===== src/rtl/pll_reconfig_ctrl.sv =====
// Runtime PLL reconfiguration controller: programs one of NUM_MODES divider sets through
// the PLL dynamic-programming port, then supervises lock with timeout, retries and recovery.
module pll_reconfig_ctrl #(
    parameter int                        NUM_MODES    = 2,
    parameter logic [NUM_MODES*32-1:0]   MODE_CFG     = {32'h04_3D_01_02, 32'h04_3D_01_02},
    parameter int                        DEFAULT_MODE = 0,
    parameter int                        RST_CYCLES   = 16,
    parameter int                        LOCK_TIMEOUT = 65535,
    parameter int                        LOCK_STABLE  = 1024,
    parameter int                        MAX_RETRIES  = 3,
    localparam int                       MW           = (NUM_MODES > 1) ? $clog2(NUM_MODES) : 1
) (
    input  logic          clk,
    input  logic          resetn,
    input  logic [MW-1:0] mode_sel,
    input  logic          req,
    output logic          busy,
    output logic          done,
    output logic          err,
    output logic [MW-1:0] cur_mode,
    input  logic          pll_lock,
    output logic          pll_reset,
    output logic [1:0]    md_opc,
    output logic          md_ainc,
    output logic [7:0]    md_wdi,
    output logic          video_rst_n
);

    localparam int RCW = (RST_CYCLES   > 1) ? $clog2(RST_CYCLES)    : 1;
    localparam int TOW = (LOCK_TIMEOUT > 1) ? $clog2(LOCK_TIMEOUT)  : 1;
    localparam int STW = (LOCK_STABLE  > 1) ? $clog2(LOCK_STABLE)   : 1;
    localparam int RTW = (MAX_RETRIES  > 0) ? $clog2(MAX_RETRIES+1) : 1;

    localparam logic [RCW-1:0] RST_LAST    = RCW'(RST_CYCLES - 1);
    localparam logic [TOW-1:0] TOUT_LAST   = TOW'(LOCK_TIMEOUT - 1);
    localparam logic [STW-1:0] STABLE_LAST = STW'(LOCK_STABLE - 1);
    localparam logic [RTW-1:0] RETRY_MAX   = RTW'(MAX_RETRIES);
    localparam logic [MW:0]    MODES_X     = (MW+1)'(NUM_MODES);
    localparam logic [MW-1:0]  DEF_MODE    = MW'(DEFAULT_MODE);
    localparam logic [1:0]     OPC_WR      = 2'b01;

    typedef enum logic [2:0] {
        S_RST, S_PROG, S_RELEASE, S_WAIT, S_IDLE, S_FAIL
    } state_t;

    state_t         state_q;
    logic [RCW-1:0] rst_cnt_q;
    logic [2:0]     prog_idx_q;
    logic [STW-1:0] stable_q;
    logic [TOW-1:0] tout_q;
    logic [RTW-1:0] retry_q;
    logic [MW-1:0]  tgt_q;
    logic [MW-1:0]  cur_mode_q;
    logic           pll_reset_q;
    logic           video_rst_n_q;
    logic           busy_q;
    logic           done_q;
    logic           err_q;
    logic [1:0]     md_opc_q;
    logic           md_ainc_q;
    logic [7:0]     md_wdi_q;

    logic           sel_valid;
    logic           start_d;

    function automatic logic [7:0] cfg_byte(input logic [MW-1:0] m, input logic [1:0] k);
        return MODE_CFG[{m, k, 3'b000} +: 8];
    endfunction

    // Only IDLE and FAIL accept requests; anything arriving while busy is dropped.
    assign sel_valid = {1'b0, mode_sel} < MODES_X;
    assign start_d   = req && sel_valid && (state_q == S_IDLE || state_q == S_FAIL);

    always_ff @(posedge clk or negedge resetn) begin
        if (!resetn) begin
            state_q       <= S_RST;
            rst_cnt_q     <= '0;
            prog_idx_q    <= '0;
            stable_q      <= '0;
            tout_q        <= '0;
            retry_q       <= '0;
            tgt_q         <= DEF_MODE;
            cur_mode_q    <= DEF_MODE;
            pll_reset_q   <= 1'b1;
            video_rst_n_q <= 1'b0;
            busy_q        <= 1'b1;
            done_q        <= 1'b0;
            err_q         <= 1'b0;
            md_opc_q      <= 2'b00;
            md_ainc_q     <= 1'b0;
            md_wdi_q      <= '0;
        end else begin
            done_q    <= 1'b0;
            err_q     <= 1'b0;
            md_opc_q  <= 2'b00;
            md_ainc_q <= 1'b0;
            md_wdi_q  <= '0;
            if (start_d) begin
                tgt_q         <= mode_sel;
                state_q       <= S_RST;
                rst_cnt_q     <= '0;
                retry_q       <= '0;
                pll_reset_q   <= 1'b1;
                video_rst_n_q <= 1'b0;
                busy_q        <= 1'b1;
            end else begin
                case (state_q)
                    S_RST: begin
                        if (rst_cnt_q == RST_LAST) begin
                            state_q    <= S_PROG;
                            prog_idx_q <= '0;
                            md_opc_q   <= OPC_WR;
                            md_wdi_q   <= cfg_byte(tgt_q, 2'd0);
                        end else begin
                            rst_cnt_q <= rst_cnt_q + 1'b1;
                        end
                    end
                    // Even index = write cycle, odd index = address increment.
                    S_PROG: begin
                        if (prog_idx_q == 3'd7) begin
                            state_q     <= S_RELEASE;
                            pll_reset_q <= 1'b0;
                        end else begin
                            prog_idx_q <= prog_idx_q + 1'b1;
                            if (prog_idx_q[0]) begin
                                md_opc_q <= OPC_WR;
                                md_wdi_q <= cfg_byte(tgt_q, prog_idx_q[2:1] + 2'd1);
                            end else begin
                                md_ainc_q <= 1'b1;
                            end
                        end
                    end
                    S_RELEASE: begin
                        state_q  <= S_WAIT;
                        stable_q <= '0;
                        tout_q   <= '0;
                    end
                    S_WAIT: begin
                        if (pll_lock && stable_q == STABLE_LAST) begin
                            state_q       <= S_IDLE;
                            video_rst_n_q <= 1'b1;
                            done_q        <= 1'b1;
                            busy_q        <= 1'b0;
                            cur_mode_q    <= tgt_q;
                            retry_q       <= '0;
                        end else begin
                            stable_q <= pll_lock ? stable_q + 1'b1 : '0;
                            if (tout_q == TOUT_LAST) begin
                                pll_reset_q <= 1'b1;
                                if (retry_q < RETRY_MAX) begin
                                    retry_q   <= retry_q + 1'b1;
                                    state_q   <= S_RST;
                                    rst_cnt_q <= '0;
                                end else begin
                                    state_q <= S_FAIL;
                                    busy_q  <= 1'b0;
                                    err_q   <= 1'b1;
                                end
                            end else begin
                                tout_q <= tout_q + 1'b1;
                            end
                        end
                    end
                    S_IDLE: begin
                        if (req && !sel_valid) begin
                            err_q <= 1'b1;
                        end
                        // Loss of lock: re-supervise the existing setting, no reprogramming.
                        if (!pll_lock) begin
                            state_q       <= S_WAIT;
                            video_rst_n_q <= 1'b0;
                            busy_q        <= 1'b1;
                            stable_q      <= '0;
                            tout_q        <= '0;
                            retry_q       <= '0;
                        end
                    end
                    S_FAIL: begin
                        err_q <= 1'b1;
                    end
                    default: begin
                        state_q <= S_RST;
                    end
                endcase
            end
        end
    end

    assign busy        = busy_q;
    assign done        = done_q;
    assign err         = err_q;
    assign cur_mode    = cur_mode_q;
    assign pll_reset   = pll_reset_q;
    assign md_opc      = md_opc_q;
    assign md_ainc     = md_ainc_q;
    assign md_wdi      = md_wdi_q;
    assign video_rst_n = video_rst_n_q;

endmodule

===== config.mk =====
export PLATFORM = sky130hd
export DESIGN_NAME = pll_reconfig_ctrl
export DESIGN_NICKNAME = d
export VERILOG_FILES = /design/src/rtl/pll_reconfig_ctrl.sv
export SDC_FILE = /design/constraint.sdc
export NUM_CORES = 1
export LEC_CHECK = 0
export BUFFER_PORTS_ARGS = -buffer_cell sky130_fd_sc_hd__buf_2
export CAP_MARGIN = 20
export CORE_AREA = 2 2 75 77
export CTS_CLUSTER_DIAMETER = 40
export CTS_CLUSTER_SIZE = 28
export DETAILED_ROUTE_END_ITERATION = 7
export DIE_AREA = 0 0 77 79
export GPL_TIMING_DRIVEN = 0
export PLACE_DENSITY = 0.81
export SLEW_MARGIN = 20
export SYNTH_ARGS = -nofsm -noshare
export SYNTH_HDL_FRONTEND = slang
export SYNTH_SLANG_ARGS = --single-unit

===== constraint.sdc =====
create_clock -name clk -period 2.4 [get_ports clk]
set_clock_uncertainty 0.05 [all_clocks]
set_input_delay 0.12 -clock clk [delete_from_list [all_inputs] [get_ports clk]]
set_output_delay 0.12 -clock clk [all_outputs]
set_load 0.01 [all_outputs]

==> reports/metrics.csv <==
stage,metric,value,unit
outcome,status,"complete, but fails checks",
outcome,failing checks,negative setup slack,
grt,Congestion Overflow GR,0,
critical_path,crit path max fanout,9,
timing,Max-slew headroom,58.3,%
drt,# DRC,0,
synth,Synth top area share,45.7,%
timing,"Slew Viols, Final",0,
grt,vias in the first global route,2080,
clock_network,CTS Sinks,51,
timing,period utilisation layout,101,%
grt,Total Routing Usage GR,19.3,%
layout,share of cells above drive strength 1,17.1,%
drt,Routed WL,5490,um
flow_run,Max-cap violations,0,
layout,"commonest non-fill, non-tap cell in the layout",dfrtp_1,
drt,Antenna Nets Post-Route,0,
floorplanning,row cnt,27,
critical_path,R2R depth,6,
floorplanning,core box area,5340,sq um
min_path,hold-critical path depth,3,
synth,Ys Warns,0,
layout,final instance area,3040,sq um
power_and_ir_drop,leakage power,1.36,nW
layout,"commonest non-fill, non-tap cells in the layout","48 x dfrtp_1, 28 x o21ai_0, 27 x nor2_1",
timing,setup_tns,-0.0218,ns
clock_network,CTS Buf Count,5,
critical_path,critical path's largest stage delay,0.56,ns
drt,First DRT Iteration DRCs,264,
floorplanning,initial core utilization,50.3,%
layout,Layout Utilization,56.9,%
synth,Cells after Synth,285,
timing,hold slack,0.0961,ns
placed_design,Final Wtd Congestion,0.888,
critical_path,flop2flop setup slack,-0.02,ns
synth,Post-synth ARST share,100,%
timing,Fmax,413,MHz
floorplanning,chip width,77,um
synth,sequential fraction of the synthesis area,47.6,%
critical_path,CP endpoint kind,flip-flop,
clock_network,H-tree Lvls,2,
layout,synth-to-layout area growth,13.1,%
synth,"top cells by area, synth","dfrtp_1 46%, o21ai_0 5.2%, xnor2_1 4.2%, ha_1 4.2%, nor2_1 3.8%",
critical_path,Setup crit start kind,flip-flop,
layout,Nets,329,
placed_design,Detail Placement HPWL,3750,um
layout,"Cell Count, Final, Fillers Out",388,
layout,number of fillers in the final layout,494,
floorplanning,Die H,79,um
layout,Ant. Diodes,0,
drt,Wirelength per Cell,14.1,um
drt,DRT Pass-1 Iters,4,
timing,RSZ-0062 raised after global routing,true,
floorplanning,I/O pin count,22,
synth,Yosys reg bits,51,
synth,Unique masters post-synth,48,
critical_path,Top delay family on crit path,simple AND/OR/NAND/NOR gates,
clock_network,Worst-path clk slew,0.10,ns
power_and_ir_drop,Peak VDD IR,0.441,mV
clock_network,CTS tree,yes,
critical_path,worst path buffer plus inverter count,1,
placed_design,placed insts,377,
clock_network,clock root buffer,clkbuf_8,
critical_path,"Max stage delay cell, worst path",or4_4,
synth,post-synth top area cell,dfrtp_1,
timing,Worst Tran Pin Value,0.625,ns
timing,Final WS setup,-0.0218,ns
synth,Mean Syn Cell Area,9.42,sq um
grt,first-pass GRT wire length,9440,um
drt,via count,2209,
drt,vias per cell,5.69,
floorplanning,Die ar.,6080,sq um
placed_design,Port-buffer cells,18,
clock_network,Clock Path Buffers,2,
critical_path,crit path kind,reg -> reg,
critical_path,crit path DAT,2.61,ns
synth,Mapped Area,2680,sq um
power_and_ir_drop,Final Power,2.64,mW
power_and_ir_drop,Power Density,869,nW/um^2
synth,"Primary FF master, synth",dfrtp_1,
critical_path,Crit path depth,6,
min_path,hold crit path type,in -> reg,
placed_design,Place WS,-0.137,ns
grt,largest net degree at the start of global routing,52,
placed_design,DP Area,2870,sq um
synth,Post-synth EDFFs,0,
grt,antenna violations before repair,0,
critical_path,CP required,2.59,ns
timing,minimum clock period,2.42,ns
timing,final setup vio count,1,
clock_network,Skew-Pair Late Insertion Delay,0.32,ns
critical_path,CP Cell Sequence,o41a_1 > or2_0 > buf_2 > or4_4 > or3_1 > a21oi_1,
timing,Fin. Hold Viols,0,
-- final timing paths --
kind,endpoint,start
min in group asynchronous,rst_cnt_q[3],resetn
hold reg to reg,pll_reset,pll_reset
max in group asynchronous,state_q[1],resetn
setup / recovery,tout_q[11],state_q[1]
hold / removal,stable_q[1],pll_lock
setup reg to reg,tout_q[11],state_q[1]
-- synthesized netlist by cell type, types with 5 or more instances --
| cell | n |
|---|---|
| and3_1 | 6 |
| nand3_1 | 10 |
| buf_4 | 5 |
| nand2b_1 | 6 |
| dfrtp_1 | 49 |
| nand2_1 | 26 |
| o31ai_1 | 6 |
| xnor2_1 | 13 |
| nand4_1 | 7 |
| o21ai_0 | 28 |
| inv_1 | 7 |
| ha_1 | 9 |
| a21oi_1 | 7 |
| clkbuf_1 | 9 |
| nor2b_1 | 5 |
| nor2_1 | 27 |
| nor3_1 | 13 |
-- tightest hold or removal path, stage by stage --
cell,delay [ns]
buf_2,0.15
nand3_1,0.09
o21ai_0,0.07
-- routing by layer --
metal | track usage, % | vias up | routed length, um
met1 | 25.3 | 1080 | 2590
met3 | 3.41 | 9 | 256
met2 | 31.7 | 52 | 2580
li1 | - | 1068 | -
met5 | 0 | - | 0
met4 | 8.75 | 0 | 71
-- sequential cells by signal, indices dropped and copies added (netlist names), 2 cells and up --
register	flops
md_wdi	4
prog_idx_q	3
state_q	3
rst_cnt_q	4
stable_q	10
tout_q	16
retry_q	2
-- final cells by class --
| cell class | count | area, sq um | share of cell area [%] |
|---|---|---|---|
| inverters | 8 | 30.0 | 0.989 |
| flip-flops and latches | 51 | 1280 | 42.2 |
| multi-input cells | 212 | 1340 | 44.0 |
| repair buffers | 24 | 143 | 4.70 |
| clock buffers | 6 | 72.6 | 2.39 |
| plain buffers | 13 | 72.6 | 2.39 |
| well taps | 72 | 90.1 | 2.97 |
| clock inverters | 2 | 12.5 | 0.412 |
-- repair_timing --
action | 4_1_cts | 5_1_grt
hold endpoints to repair | 1 | 49
cloned | 0 | 0
hold buffers | 1 | 1
setup endpoints to repair | 20 | 25
setup buffers | 1 | 3
resized for setup | 3 | 9
pin swaps | 0 | 1
-- kinds of logic after synthesis --
family	synth area share, %
DFF	47.6
adders and majority gates	4.20
muxes	0.839
and+or+nand+nor	23.6
buffers and inverters	4.15
other	0.140
xor gates and xnor gates	4.57
AOI/OAI and AO/OA	14.8
-- power breakdown --
group	internal (mW)	switching, mW	leakage (nW)
Combinational	0.381	0.596	0.640
Sequential	1.02	0.141	0.680
Clock	0.205	0.300	0.0412
Power figures use the tool's default switching activity.
